### src/rtl/mc_pkg.sv
// Shared types for the multi-cycle MIPS control FSM: states, instruction classes, opcodes, mux encodings.
// MC_ILLEGAL_TRAP_EN adds the TRAP state.
package mc_pkg;

   typedef enum logic [3:0] {
      S_RESET, S_FETCH, S_DECODE, S_EXEC_R, S_EXEC_I, S_MEM_ADDR, S_MEM_RD,
      S_MEM_WR, S_WB_R, S_WB_I, S_WB_LD, S_BRANCH, S_JUMP
`ifdef MC_ILLEGAL_TRAP_EN
      , S_TRAP
`endif
   } state_t;

   typedef enum logic [2:0] {
      C_RTYPE, C_ITYPE, C_LOAD, C_STORE, C_BRANCH, C_JUMP, C_ILLEGAL
   } opclass_t;

   localparam logic [5:0] OP_RTYPE  = 6'b000000;
   localparam logic [5:0] OP_REGIMM = 6'b000001;
   localparam logic [5:0] OP_J      = 6'b000010;
   localparam logic [5:0] OP_LB     = 6'b100000;
   localparam logic [5:0] OP_LW     = 6'b100011;
   localparam logic [5:0] OP_SB     = 6'b101000;
   localparam logic [5:0] OP_SW     = 6'b101011;

   localparam logic [1:0] SRCB_RT     = 2'b00;
   localparam logic [1:0] SRCB_FOUR   = 2'b01;
   localparam logic [1:0] SRCB_IMM    = 2'b10;
   localparam logic [1:0] SRCB_IMM_SH = 2'b11;

   localparam logic [1:0] PCSRC_ALU    = 2'b00;
   localparam logic [1:0] PCSRC_ALUOUT = 2'b01;
   localparam logic [1:0] PCSRC_JUMP   = 2'b10;

endpackage

### src/rtl/mc_opclass.sv
// Combinational opcode -> instruction-class decoder; zero latency, no flow control.
module mc_opclass
   import mc_pkg::*;
(
   input  logic [5:0] opcode,
   output opclass_t   opclass
);

   always_comb begin
      opclass = C_ILLEGAL;
      if (opcode == OP_RTYPE)
         opclass = C_RTYPE;
      else if (opcode[5:3] == 3'b001)
         opclass = C_ITYPE;
      else if (opcode == OP_LB || opcode == OP_LW)
         opclass = C_LOAD;
      else if (opcode == OP_SB || opcode == OP_SW)
         opclass = C_STORE;
      else if (opcode == OP_REGIMM || opcode[5:2] == 4'b0001)
         opclass = C_BRANCH;
      else if (opcode == OP_J)
         opclass = C_JUMP;
   end

endmodule

### src/rtl/multicycle_control.sv
// Multi-cycle MIPS main control FSM: 3-5 cycles per instruction plus one per mem_ack wait cycle;
// memory stalls hold state with mem_req/mem_we/i_or_d stable. MC_ILLEGAL_TRAP_EN: illegal opcode traps.
module multicycle_control
   import mc_pkg::*;
#(
   parameter logic [1:0] RESET_VECTOR_SEL = 2'b00
)(
   input  logic       clk,
   input  logic       reset_n,
   input  logic [5:0] opcode,
   input  logic [5:0] funct,
   input  logic       zero,
   input  logic       mem_ack,
   output logic       mem_req,
   output logic       mem_we,
   output logic       i_or_d,
   output logic       ir_write,
   output logic       pc_write,
   output logic       pc_write_cond,
   output logic [1:0] pc_source,
   output logic       alu_src_a,
   output logic [1:0] alu_src_b,
   output logic       alu_op_sel,
   output logic       reg_write,
   output logic       reg_dst,
   output logic       mem_to_reg,
   output logic       instr_retired
`ifdef MC_ILLEGAL_TRAP_EN
   ,output logic      trap
`endif
);

   state_t   state, state_nxt;
   opclass_t opclass;

   mc_opclass u_opclass (.opcode(opcode), .opclass(opclass));

   // funct is consumed by the ALU control decoder and zero by the PC write gate.
   logic unused_inputs;
   assign unused_inputs = ^{funct, zero};

   always_ff @(posedge clk or negedge reset_n) begin
      if (!reset_n) state <= S_RESET;
      else          state <= state_nxt;
   end

   always_comb begin
      state_nxt = state;
      unique case (state)
         S_RESET:    state_nxt = S_FETCH;
         S_FETCH:    if (mem_ack) state_nxt = S_DECODE;
         S_DECODE: begin
            case (opclass)
               C_RTYPE:          state_nxt = S_EXEC_R;
               C_ITYPE:          state_nxt = S_EXEC_I;
               C_LOAD, C_STORE:  state_nxt = S_MEM_ADDR;
               C_BRANCH:         state_nxt = S_BRANCH;
               C_JUMP:           state_nxt = S_JUMP;
`ifdef MC_ILLEGAL_TRAP_EN
               default:          state_nxt = S_TRAP;
`else
               default:          state_nxt = S_FETCH;
`endif
            endcase
         end
         S_EXEC_R:   state_nxt = S_WB_R;
         S_EXEC_I:   state_nxt = S_WB_I;
         S_MEM_ADDR: state_nxt = (opclass == C_STORE) ? S_MEM_WR : S_MEM_RD;
         S_MEM_RD:   if (mem_ack) state_nxt = S_WB_LD;
         S_MEM_WR:   if (mem_ack) state_nxt = S_FETCH;
         S_WB_R, S_WB_I, S_WB_LD, S_BRANCH, S_JUMP:
                     state_nxt = S_FETCH;
`ifdef MC_ILLEGAL_TRAP_EN
         S_TRAP:     state_nxt = S_TRAP;
`endif
         default:    state_nxt = S_RESET;
      endcase
   end

   always_comb begin
      mem_req       = 1'b0;
      mem_we        = 1'b0;
      i_or_d        = 1'b0;
      ir_write      = 1'b0;
      pc_write      = 1'b0;
      pc_write_cond = 1'b0;
      pc_source     = PCSRC_ALU;
      alu_src_a     = 1'b0;
      alu_src_b     = SRCB_RT;
      alu_op_sel    = 1'b0;
      reg_write     = 1'b0;
      reg_dst       = 1'b0;
      mem_to_reg    = 1'b0;
      instr_retired = 1'b0;
`ifdef MC_ILLEGAL_TRAP_EN
      trap          = 1'b0;
`endif
      unique case (state)
         S_RESET:    pc_source = RESET_VECTOR_SEL;
         S_FETCH: begin
            mem_req   = 1'b1;
            alu_src_b = SRCB_FOUR;
            ir_write  = mem_ack;
            pc_write  = mem_ack;
         end
         S_DECODE: begin
            alu_src_b = SRCB_IMM_SH;
`ifndef MC_ILLEGAL_TRAP_EN
            // Illegal opcodes retire here as a NOP.
            instr_retired = (opclass == C_ILLEGAL);
`endif
         end
         S_EXEC_R: begin
            alu_src_a  = 1'b1;
            alu_src_b  = SRCB_RT;
            alu_op_sel = 1'b1;
         end
         S_EXEC_I, S_MEM_ADDR: begin
            alu_src_a  = 1'b1;
            alu_src_b  = SRCB_IMM;
            alu_op_sel = 1'b1;
         end
         S_MEM_RD: begin
            mem_req = 1'b1;
            i_or_d  = 1'b1;
         end
         S_MEM_WR: begin
            mem_req       = 1'b1;
            mem_we        = 1'b1;
            i_or_d        = 1'b1;
            instr_retired = mem_ack;
         end
         S_WB_R: begin
            reg_write     = 1'b1;
            reg_dst       = 1'b1;
            instr_retired = 1'b1;
         end
         S_WB_I: begin
            reg_write     = 1'b1;
            instr_retired = 1'b1;
         end
         S_WB_LD: begin
            reg_write     = 1'b1;
            mem_to_reg    = 1'b1;
            instr_retired = 1'b1;
         end
         S_BRANCH: begin
            alu_src_a     = 1'b1;
            alu_src_b     = SRCB_RT;
            alu_op_sel    = 1'b1;
            pc_write_cond = 1'b1;
            pc_source     = PCSRC_ALUOUT;
            instr_retired = 1'b1;
         end
         S_JUMP: begin
            pc_write      = 1'b1;
            pc_source     = PCSRC_JUMP;
            instr_retired = 1'b1;
         end
`ifdef MC_ILLEGAL_TRAP_EN
         S_TRAP:     trap = 1'b1;
`endif
         default: ;
      endcase
   end

endmodule

### config.mk
export PLATFORM = sky130hd
export DESIGN_NAME = multicycle_control
export DESIGN_NICKNAME = d
export VERILOG_FILES = /design/src/rtl/mc_pkg.sv /design/src/rtl/mc_opclass.sv /design/src/rtl/multicycle_control.sv
export SDC_FILE = /design/constraint.sdc
export NUM_CORES = 1
export LEC_CHECK = 0
export ABC_AREA = 1
export CORE_MARGIN = 3
export CORE_UTILIZATION = 38
export CTS_BUF_LIST = sky130_fd_sc_hd__clkbuf_8
export CTS_CLUSTER_SIZE = 30
export DETAILED_ROUTE_END_ITERATION = 16
export GPL_ROUTABILITY_DRIVEN = 0
export GPL_TIMING_DRIVEN = 0
export PLACE_DENSITY = 0.8
export SYNTH_ARGS = -nofsm -noshare
export SYNTH_HDL_FRONTEND = slang
export SYNTH_SLANG_ARGS = --single-unit
### constraint.sdc
create_clock -name clk -period 1.6 [get_ports clk]
set_input_delay 0.24 -clock clk [delete_from_list [all_inputs] [get_ports clk]]
set_output_delay 0.24 -clock clk [all_outputs]
set_load 0.03 [all_outputs]
==> impl_metrics.ini <==
[status]
status = finished, violations left
violations = setup timing

[critical_path]
worstPathArrival_ps = 1380
critPathKind = flop to primary output
crit_slowest_cell = dfrtp_2
cp-startpoint = state[2]$_DFFE_PN0P_
cpLargestDelayFamily = flip-flops
startpoint_type = flop
critPathBufInv = 3
crit_fanout = 5
max_stage_delay_ps = 430
endpoint_kind = primary output
critical_path_required_ps = 1360
path_cells = inv_2, nor2_4, inv_2, nor2_4, nand2_1, nand4_1, buf_6
worstReg2RegStart = state[2]$_DFFE_PN0P_

[timing]
fin_skew_ps = 3.44
final_hold_viol_count = 0
slew_headroom_pct = 84.6
setup_ws_ps = -15.3
grt_setup_unrepaired = true
finalCritPeriodShare_pct = 101
setup_viol = 2
setup_tns_ps = -19.3
drv_slew = 0
worst_pin_slew_ps = 230
fmax_ghz = 0.619
min_period_ps = 1620

[grt]
grt_pass1_vias = 741
overflow = 0
antenna_found_initial = 0
grt.total_usage_pct = 19.0
grt_start_max_net_pins = 8
grt_pass1_wl_mm = 2.82

[cells_and_area]
largest_registers = state: 4 flops
final_common_cell = nand2_1
n_antenna_cell = 0
syn2layout_area_growth_pct = 76.7
largest_register_ffs = 4
final_cell_mix = nand2_1, buf_4, inv_1
fillers = 101
drive_gt1_share_pct = 46.8
largest_register = state
nets = 159
utilization_pct = 73.5

[pwr]
switching_share_pct = 53.6
pwr-share-clk_pct = 12.1
p_total_uw = 1710
power.density_nw_per_um2 = 1740
intPower_uw = 793
seq_power_share_pct = 13.4
ir_worst_vdd_mv = 0.962
p_sw_uw = 916
p_leak_uw = 0.000567
p_comb_share_pct = 74.4

[place]
dp_hpwl_mm = 1.17
dp_slack_ps = -695
portBuffers = 24

[clocking]
cts_tree = yes
clkTransAtPathRegs_ps = 30
clockBufferDepth = 2
numCtsBuffers = 3
cts_max_level = 1
hold_buffers = 0
clk_latency_ps = 210
cts_root_buf = clkbuf_8
clock_sinks = 4

[logic_synthesis]
netlist_area_um2 = 554
synth_area_per_cell_um2 = 5.33
synth-simple-area-share_pct = 55.8
synth-adder-area-share_pct = 0
synth.mux.area_fraction_pct = 0
syn_inst = 104
ys_seq_area_share_pct = 18.1
ys_seq_elements = 4
synth_top_family_by_area = simple AND/OR/NAND/NOR gates
synthesis.nets = 120
synth_xor_area_share_pct = 0
yosys_warnings = 0
yosysUniqueCellTypes = 19
synth-compound-area-share_pct = 9.26

[die]
dieArea_um2 = 1950
fp-row-count = 13
die_w_um = 44.2
die_h_um = 44.2
io_pins = 32
core_region_area_um2 = 1330
start_util_pct = 41.6

[run]
max_cap_viol_count = 0

[route]
vias_per_cell = 4.91
drc = 0
ant_nets = 0
wl_mm = 1.78
vias = 766
dr.pass1.iters = 4
wl_per_cell_um = 11.4
drt_first_iter_violations = 19

[worst_hold_path]
hold_class = input pin to async pin
## cells in the mapped netlist
library cell  number  area (um2)
a21oi_1            1        5.00
buf_4              2        15.0
dfrtp_1            4         100
inv_1             15        56.3
inv_2              6        22.5
nand2_1           34         128
nand2_2            2        12.5
nand2_4            1        11.3
nand3_1            5        25.0
nand3b_1           1        7.51
nand4_1            3        18.8
nor2_1            18        67.6
nor2_2             2        12.5
nor2_4             1        11.3
nor3_1             3        15.0
o211ai_1           2        15.0
o21ai_0            2        10.0
o21ai_1            1        5.00
o21ai_4            1        16.3
## routing by layer
metal  track usage [%]  vias up  wire length, um
met1              20.0      340              705
met4              6.63        0               14
met3              7.72        2              139
met2              33.7       29              919
li1                  -      395                -
met5                 0        -                0
## stage by stage
step,area [um2],hold WS (ps),instances
2_1_floorplan,568,-55.6,104
3_3_place_gp,827,447,143
3_5_place_dp,827,453,143
4_1_cts,871,223,150
5_1_grt,980,243,156
6_report,980,228,156
## timing repair
| item | CTS | global route |
|---|---|---|
| gates cloned | 0 | 0 |
| setup buffers | 4 | 6 |
| pin swaps | 6 | 1 |
| endpoints found under the setup margin | 16 | 13 |
| gates resized for setup | 94 | 41 |
## final timing paths
path                                   endpoint  slack (ps)  cells after the start
max                               instr_retired         -20                      7
min in group clk           state[0]$_DFFE_PN0P_         630                      2
max reg2reg                state[0]$_DFFE_PN0P_         210                     10
max in group asynchronous  state[2]$_DFFE_PN0P_        1190                      1
min                        state[1]$_DFFE_PN0P_         230                      1
min reg2reg                state[0]$_DFFE_PN0P_         630                      2
## logic make-up (layout without fill, tap and decap cells)
| logic type | count (synthesis) | in the layout |
|---|---|---|
| simple gates | 70 | 70 |
| flops | 4 | 4 |
| compound gates | 7 | 7 |
| buf+inv | 23 | 60 |
## final cells by class
class,instances,area (um2),share of cell area [%]
plain buffers,2,15.0,1.53
multi-input cells,77,450,46.0
inverters,21,78.8,8.05
well taps,15,18.8,1.92
repair buffers,34,272,27.7
flip-flops and latches,4,104,10.6
clock buffers,3,41.3,4.21
## power by group through the flow
stage / Combinational [uW] / Sequential [uW] / Clock, uW
after floorplan: 709 / 187 / 0
after global placement: 1040 / 199 / 0
after detailed placement: 1050 / 197 / 0
after CTS: 1030 / 206 / 218
after global routing: 1370 / 235 / 224
final: 1270 / 230 / 207
(Power assumes the default switching activity.)
